## src/rtl/display_pkg.sv

```systemverilog
// Shared types and constants for the BCD seven-segment display stage.
package display_pkg;

    localparam int DISP_DIGITS = 4;

    typedef enum logic [1:0] {
        IDLE  = 2'd0,
        SHIFT = 2'd1,
        DONE  = 2'd2
    } disp_state_t;

    // Active-low segments, bit order {g,f,e,d,c,b,a}.
    localparam logic [6:0] SEG_BLANK = 7'h7F;

    localparam logic [6:0] SEG_DIGIT [0:9] = '{
        7'h40, 7'h79, 7'h24, 7'h30, 7'h19,
        7'h12, 7'h02, 7'h78, 7'h00, 7'h10
    };

endpackage

```

## src/rtl/seg7_decode.sv

```systemverilog
// Combinational BCD digit to active-low seven-segment decoder with blank override.
module seg7_decode
    import display_pkg::*;
(
    input  logic [3:0] digit_i,
    input  logic       blank_i,
    output logic [6:0] seg_o
);

    // Non-decimal codes cannot come out of the converter; show them blank.
    always_comb begin
        seg_o = SEG_BLANK;
        if (!blank_i) begin
            case (digit_i)
                4'd0:    seg_o = SEG_DIGIT[0];
                4'd1:    seg_o = SEG_DIGIT[1];
                4'd2:    seg_o = SEG_DIGIT[2];
                4'd3:    seg_o = SEG_DIGIT[3];
                4'd4:    seg_o = SEG_DIGIT[4];
                4'd5:    seg_o = SEG_DIGIT[5];
                4'd6:    seg_o = SEG_DIGIT[6];
                4'd7:    seg_o = SEG_DIGIT[7];
                4'd8:    seg_o = SEG_DIGIT[8];
                4'd9:    seg_o = SEG_DIGIT[9];
                default: seg_o = SEG_BLANK;
            endcase
        end
    end

endmodule

```

## src/rtl/count_bcd_display.sv

```systemverilog
// Watches the binary count, converts each new value to BCD with a
// one-shift-per-clock double-dabble, and drives four active-low 7-seg digits.
// The four hex ports are fixed, so DIGITS must stay at 4.
module count_bcd_display
    import display_pkg::*;
#(
    parameter int WIDTH         = 11,
    parameter int DIGITS        = DISP_DIGITS,
    parameter int BLANK_LEADING = 1
) (
    input  logic                  clk,
    input  logic                  rst_n,
    input  logic [WIDTH-1:0]      count,
    output logic [4*DIGITS-1:0]   bcd,
    output logic [6:0]            hex0,
    output logic [6:0]            hex1,
    output logic [6:0]            hex2,
    output logic [6:0]            hex3,
    output logic                  busy,
    output logic                  done
);

    localparam int ITER_W = $clog2(WIDTH);
    localparam int BCD_W  = 4 * DIGITS;

    disp_state_t                  state_q, state_d;
    logic [WIDTH-1:0]             bin_q,   bin_d;    // binary shift register
    logic [WIDTH-1:0]             val_q,   val_d;    // value under conversion
    logic [WIDTH-1:0]             last_q,  last_d;   // last value displayed
    logic [BCD_W-1:0]             work_q,  work_d;   // BCD work register
    logic [ITER_W-1:0]            iter_q,  iter_d;
    logic [BCD_W-1:0]             bcd_q,   bcd_d;
    logic [DIGITS-1:0][6:0]       hex_q,   hex_d;
    logic                         busy_q,  busy_d;
    logic                         done_q,  done_d;

    logic [BCD_W-1:0]             adj;
    logic [DIGITS-1:0]            blank;
    logic [DIGITS-1:0][6:0]       seg_dec;

    // Add-3 correction on every digit >= 5 before the shift; max result 12, no carry.
    always_comb begin
        adj = work_q;
        for (int i = 0; i < DIGITS; i++) begin
            if (work_q[4*i +: 4] >= 4'd5)
                adj[4*i +: 4] = work_q[4*i +: 4] + 4'd3;
        end
    end

    // Leading-zero chain: a digit blanks only if it and all higher digits are zero.
    always_comb begin
        logic lead;
        lead  = (BLANK_LEADING != 0);
        blank = '0;
        for (int i = DIGITS - 1; i >= 1; i--) begin
            lead     = lead && (work_q[4*i +: 4] == 4'd0);
            blank[i] = lead;
        end
    end

    for (genvar g = 0; g < DIGITS; g++) begin : g_dig
        seg7_decode u_seg (
            .digit_i (work_q[4*g +: 4]),
            .blank_i (blank[g]),
            .seg_o   (seg_dec[g])
        );
    end

    // Conversion FSM and datapath next-state.
    always_comb begin
        state_d = state_q;
        bin_d   = bin_q;
        val_d   = val_q;
        last_d  = last_q;
        work_d  = work_q;
        iter_d  = iter_q;
        bcd_d   = bcd_q;
        hex_d   = hex_q;
        done_d  = 1'b0;
        case (state_q)
            IDLE: begin
                if (count != last_q) begin
                    bin_d   = count;
                    val_d   = count;
                    work_d  = '0;
                    iter_d  = '0;
                    state_d = SHIFT;
                end
            end
            SHIFT: begin
                work_d = {adj[BCD_W-2:0], bin_q[WIDTH-1]};
                bin_d  = {bin_q[WIDTH-2:0], 1'b0};
                iter_d = iter_q + 1'b1;
                if (iter_q == ITER_W'(WIDTH - 1))
                    state_d = DONE;
            end
            DONE: begin
                bcd_d   = work_q;
                hex_d   = seg_dec;
                last_d  = val_q;
                done_d  = 1'b1;
                state_d = IDLE;
            end
            default: state_d = IDLE;
        endcase
        busy_d = (state_d != IDLE);
    end

    // State and output registers with synchronous active-low reset.
    always_ff @(posedge clk) begin
        if (!rst_n) begin
            state_q <= IDLE;
            bin_q   <= '0;
            val_q   <= '0;
            last_q  <= '0;
            work_q  <= '0;
            iter_q  <= '0;
            bcd_q   <= '0;
            busy_q  <= 1'b0;
            done_q  <= 1'b0;
            for (int i = 0; i < DIGITS; i++)
                hex_q[i] <= (i == 0 || BLANK_LEADING == 0) ? SEG_DIGIT[0] : SEG_BLANK;
        end else begin
            state_q <= state_d;
            bin_q   <= bin_d;
            val_q   <= val_d;
            last_q  <= last_d;
            work_q  <= work_d;
            iter_q  <= iter_d;
            bcd_q   <= bcd_d;
            hex_q   <= hex_d;
            busy_q  <= busy_d;
            done_q  <= done_d;
        end
    end

    assign bcd  = bcd_q;
    assign hex0 = hex_q[0];
    assign hex1 = hex_q[1];
    assign hex2 = hex_q[2];
    assign hex3 = hex_q[3];
    assign busy = busy_q;
    assign done = done_q;

endmodule

```

## config.mk

```make
export PLATFORM = sky130hd
export DESIGN_NAME = count_bcd_display
export DESIGN_NICKNAME = d
export VERILOG_FILES = /design/src/rtl/display_pkg.sv /design/src/rtl/seg7_decode.sv /design/src/rtl/count_bcd_display.sv
export SDC_FILE = /design/constraint.sdc
export NUM_CORES = 1
export LEC_CHECK = 0
export CAP_MARGIN = 15
export CORE_ASPECT_RATIO = 0.75
export CORE_MARGIN = 3
export CORE_UTILIZATION = 60
export DETAILED_ROUTE_END_ITERATION = 12
export DONT_BUFFER_PORTS = 1
export PLACE_DENSITY = 0.75
export SYNTH_ARGS = -nofsm -noshare
export SYNTH_HDL_FRONTEND = slang
export SYNTH_SLANG_ARGS = --single-unit
```

## constraint.sdc

```tcl
create_clock -name clk -period 3.4 [get_ports clk]
set_input_delay 0.68 -clock clk [delete_from_list [all_inputs] [get_ports clk]]
set_output_delay 0.68 -clock clk [all_outputs]
set_load 0.02 [all_outputs]
```

# Word level (Yosys, flattened, before mapping)
# Memory sizes are Yosys's and may differ from the RTL's. A register that Yosys moved wholly into a read port is not among the register bits.
# Index checks and enable logic that the tools add are counted.
dict set report totals {
  out_inout_bits 46
  ramBits 0
  latchBits 0
  register_bits 94
  input_bits 13
  romBits 448
  mem_count 4
  wordCells 64
}
dict set report op_classes {
  magnitude_cmp 4
  muxes 23
  n_reduce_logical 11
  eq_ne 5
  n_mul 0
  n_div 0
  bitwise 0
  shift 0
  add_sub_neg 5
}
# memory depth word_bits read_ports rd_clocked_by_memory_dff wr line_no
set memory_table {}
lappend memory_table {{(no name shown)} 16 7 1 1 0 seg7_decode.sv:14} ;# case (digit_i)
lappend memory_table {{(no name shown)} 16 7 1 1 0 seg7_decode.sv:14}
lappend memory_table {{(no name shown)} 16 7 1 1 0 seg7_decode.sv:14}
lappend memory_table {{(no name shown)} 16 7 1 1 0 seg7_decode.sv:14}
# operator count
set ops {}
lappend ops {{two-way mux 4 bit} 10}
lappend ops {{one-hot mux 16 bit (2 select lines)} 1}
lappend ops {{one-hot mux 11 bit (2 select lines)} 1}
lappend ops {{two-way mux 7 bit} 3}
lappend ops {{>= comparator 4 x 3 -> 1 bit, second input constant} 4}
lappend ops {{two-way mux 16 bit} 1}
lappend ops {{adder 4 x 2 -> 4 bit, second input constant} 3}
lappend ops {{zero test 4 bit} 3}
lappend ops {{two-way mux 11 bit} 1}
lappend ops {{inequality test 11 bit} 1}
lappend ops {{one-hot mux 4 bit (2 select lines)} 1}
lappend ops {{adder 4 x 1 -> 4 bit, second input constant} 1}
lappend ops {{equality test 4 bit, second input constant} 1}
lappend ops {{two-way mux 2 bit} 2}
lappend ops {{one-hot mux 2 bit (2 select lines)} 1}
lappend ops {{AND reduction 2 bit} 2}
lappend ops {{nonzero test 2 bit} 2}
lappend ops {{adder 3 x 2 -> 3 bit, second input constant} 1}
lappend ops {{two-way mux 3 bit} 1}
lappend ops {{equality test 2 x 1 -> 1 bit, second input constant} 1}
lappend ops {{equality test 2 bit, second input constant} 1}
lappend ops {{logical AND 1 bit} 2}
lappend ops {{zero test 2 bit} 1}
lappend ops {{inequality test 2 bit, second input constant} 1}
lappend ops {{2 further kinds} 2}

# Longest topological paths before layout
dict set report depth {
  depth_word 5
  mapped_depth 13
  ltp_nobuf 12
}

# Cells and area by module
# From an unflattened synthesis, not the netlist that was laid out.
dict set report hier_totals {
  cells_unflattened 632
  area_unflattened_um2 5205.0
}
# module n_inst seq_area_each_um2 area_each_um2 cells_each
set modules_own_cells {}
lappend modules_own_cells {count_bcd_display 1 2021.9 4245.3 498}
lappend modules_own_cells {{seg7_decode (g_dig[0].u_seg ...)} 2 0.0 235.2 33}
lappend modules_own_cells {{seg7_decode (g_dig[1].u_seg)} 1 0.0 252.7 35}
lappend modules_own_cells {{seg7_decode (g_dig[2].u_seg)} 1 0.0 236.5 33}

# Least setup slack after synthesis
# No wires, ideal clock.
dict set report synth_timing {
  path_kind {input-to-reg}
  start {input port count[3]}
  end {register with a tool-made name}
  setup_time_ns 0.115
  path_slack_ns 0.650
  path_stages 10
  required_ns 3.285
  path_buffers 0
  arrival_ns 2.636
  path_cell_list {xnor2_1 -> nand4_1 -> nor4_1 -> nand2_1 -> a21oi_1 -> inv_1 -> ha_1 -> nor3b_1 -> a211o_1 -> o21a_1}
}
# element line_no
set synth_rtl {}
lappend synth_rtl {{start, declared} count_bcd_display.sv:13} ;# input logic [WIDTH-1:0] count,

==> run metrics <==
status completed; Final nets 714; NetSw 664 uW; startpoint types flip-flop; gpl congestion 0.867; die area 10700 sq um; final setup vio count 0; area leader, netlist dfxtp_1; r2r startpoint work_q[13]; Vias/cell 5.92; Die Ht 90.3 um; CTS Buf Count 17; Worst Path Required 3700 ps; Initial Utilization 62.4%; Comb pwr share 2.5%; total grt overflow 0; clock-pin transition on the worst setup and hold timing paths 50 ps; drt wl/cell 16.7 um; count of final hold-check violations 0; top-area cell type share of the netlist area 42.9%; Post-synth EDFFs 0; Inst Count DP 780; final non-filler cell total 811; minimum clock period 2940 ps; Post-Route Utilization 69.8%; clk buf depth 2; FP Rows 30; CTS H-tree lvls 4; CTS sink cnt 122; Post-DP HPWL 9150 um; CP Class reg2reg; most frequent cells after synthesis 122 x dfxtp_1, 114 x nand2_1, 79 x a21oi_1; internal power component 2640 uW; Hold Path End hex1[6]; DRT Wirelength 13500 um; PwrDens 519 nW/um^2; Post-CTS Setup Inserts 0; clock latency on the worst-skew pair 410 ps; DRT iter0 DRCs 390; P&R area growth vs syn 11.9%; sequential share of power 44.3%; setup tns final 0 ps; Mean Syn Cell Area 8.37 sq um; clock share of power 53.2%; Max Slew Vio Count 0; Crit path arrival time 3240 ps; core area 9120 sq um; vias 4803; CP endpoint kind flip-flop; Root Driver clkbuf_16; Reg2Reg Depth 12; Ports 59; r2r setup slk 460 ps; register area share after synthesis 42.9%; PostCTS Resize Cnt 0; Syn Nets 723; largest net degree at the start of global routing 63; vias in the first global route 4580; number of diodes 0; clock tree from TritonCTS done; total number of yosys warnings 0; Peak VDD IR 0.402 mV; largest cells by area after synthesis dfxtp_1 43%, nand2_1 7.5%, a21oi_1 6.9%; Async S/R FF share, synth 0%; Tcrit/Tclk final 86.6%; setup slack at placement 378 ps; Initial DRT Pass Iterations 5; Slew @ Worst Pin 606 ps; Worst Hold Depth 1; antenna violations before repair 0; share of layout cells above drive strength 1 8.49%; Yosys reg bits 122; GRT Util Overall 25.7%; Post-CTS Hold Buffers 0; Max Fclk 0.340 GHz; number of max-cap violations 0; ys flop type dfxtp_1; worst hold start rst_n; port bufs 0; first-pass GRT wire length 22500 um; Sw Ratio 20.1%; crit-path max FO 7; skew final 7.91 ps; die width 118 um; DR DRC count 0; Hold Path Class in2reg; Antenna Nets Post-Route 0; tightest slew margin relative to the limit 59.5%; most frequent cell after synthesis dfxtp_1; RSZ-0062 raised after global routing no; Mapped Area 5690 sq um; Mapped Cells 680; library cells used by synthesis 61; P_leak 0.00247 uW; final worst setup slack 456 ps
metrics by stage:
step / cell area, sq um / hold slack [ps] / power (uW)
5_1_grt: 6370 / 328 / 3410
3_3_place_gp: 5790 / 421 / 1570
2_1_floorplan: 5690 / 418 / 1560
6_report: 6370 / 344 / 3310
3_5_place_dp: 5790 / 431 / 1580
4_1_cts: 6370 / 323 / 3340
cell type report:
type                       count  area [sq um]
fill                         729          2760
inverter                      27           101
multi-input combinational    487          2960
tap                          128           160
timing repair buffer          16           120
sequential                   122          2440
clock buffer                  23           458
clock inverter                 8           120
placed cells by master (no fill, tap or decap), types with 12 or more instances in the layout:
master       n
a21oi_1     79
nor2_1      41
nand2_1    114
buf_4       16
xnor2_1     13
ha_1        30
mux2i_1     17
nor3_1      16
o22ai_1     16
dfxtp_1    122
inv_1       25
clkbuf_16   17
a21o_1      12
o21ai_0     38
power by group through the flow:
stage,logic [uW],clock network (uW),registers [uW]
2_1_floorplan,72.2,0,1490
3_3_place_gp,79.0,0,1490
3_5_place_dp,81.4,0,1490
4_1_cts,82.2,1790,1460
5_1_grt,91.7,1850,1470
6_report,82.8,1760,1460
kinds of logic after synthesis:
kind of cell | share of synthesized area, %
AND/OR/NAND/NOR | 17.5
AO/OA/AOI/OAI | 22.1
flip-flops | 42.9
buffers and inverters | 5.12
adder cells (fa/ha/maj) | 6.60
XOR/XNOR | 2.75
multiplexers | 2.99
how the worst max path moves through the flow:
stage,from,end,cells past startpoint
finish,work_q[13],flip-flop,12
global route,work_q[9],flip-flop,10
CTS,work_q[9],flip-flop,10
detailed placement,count[3],flip-flop,11
global placement,count[5],flip-flop,11
floorplan,count[3],flip-flop,10
critical path, stage by stage, from the launching register on:
cell	delay, ps
dfxtp_1	460
inv_1	150
ha_1	190
nand2b_1	170
a21oi_1	240
nor2_1	60
o32a_1	330
a21oi_1	240
inv_1	130
ha_1	230
nor3b_1	140
a211o_1	300
o21a_1	190
layer usage:
metal / up-vias / track usage (%) / share of wire, %
li1: 2356 / - / -
met1: 2273 / 34.0 / 46
met2: 160 / 41.2 / 46
met3: 14 / 6.70 / 6.5
met4: 0 / 8.68 / 0.68
met5: - / 0 / 0
Note: power is estimated with default switching activity, not from simulation.
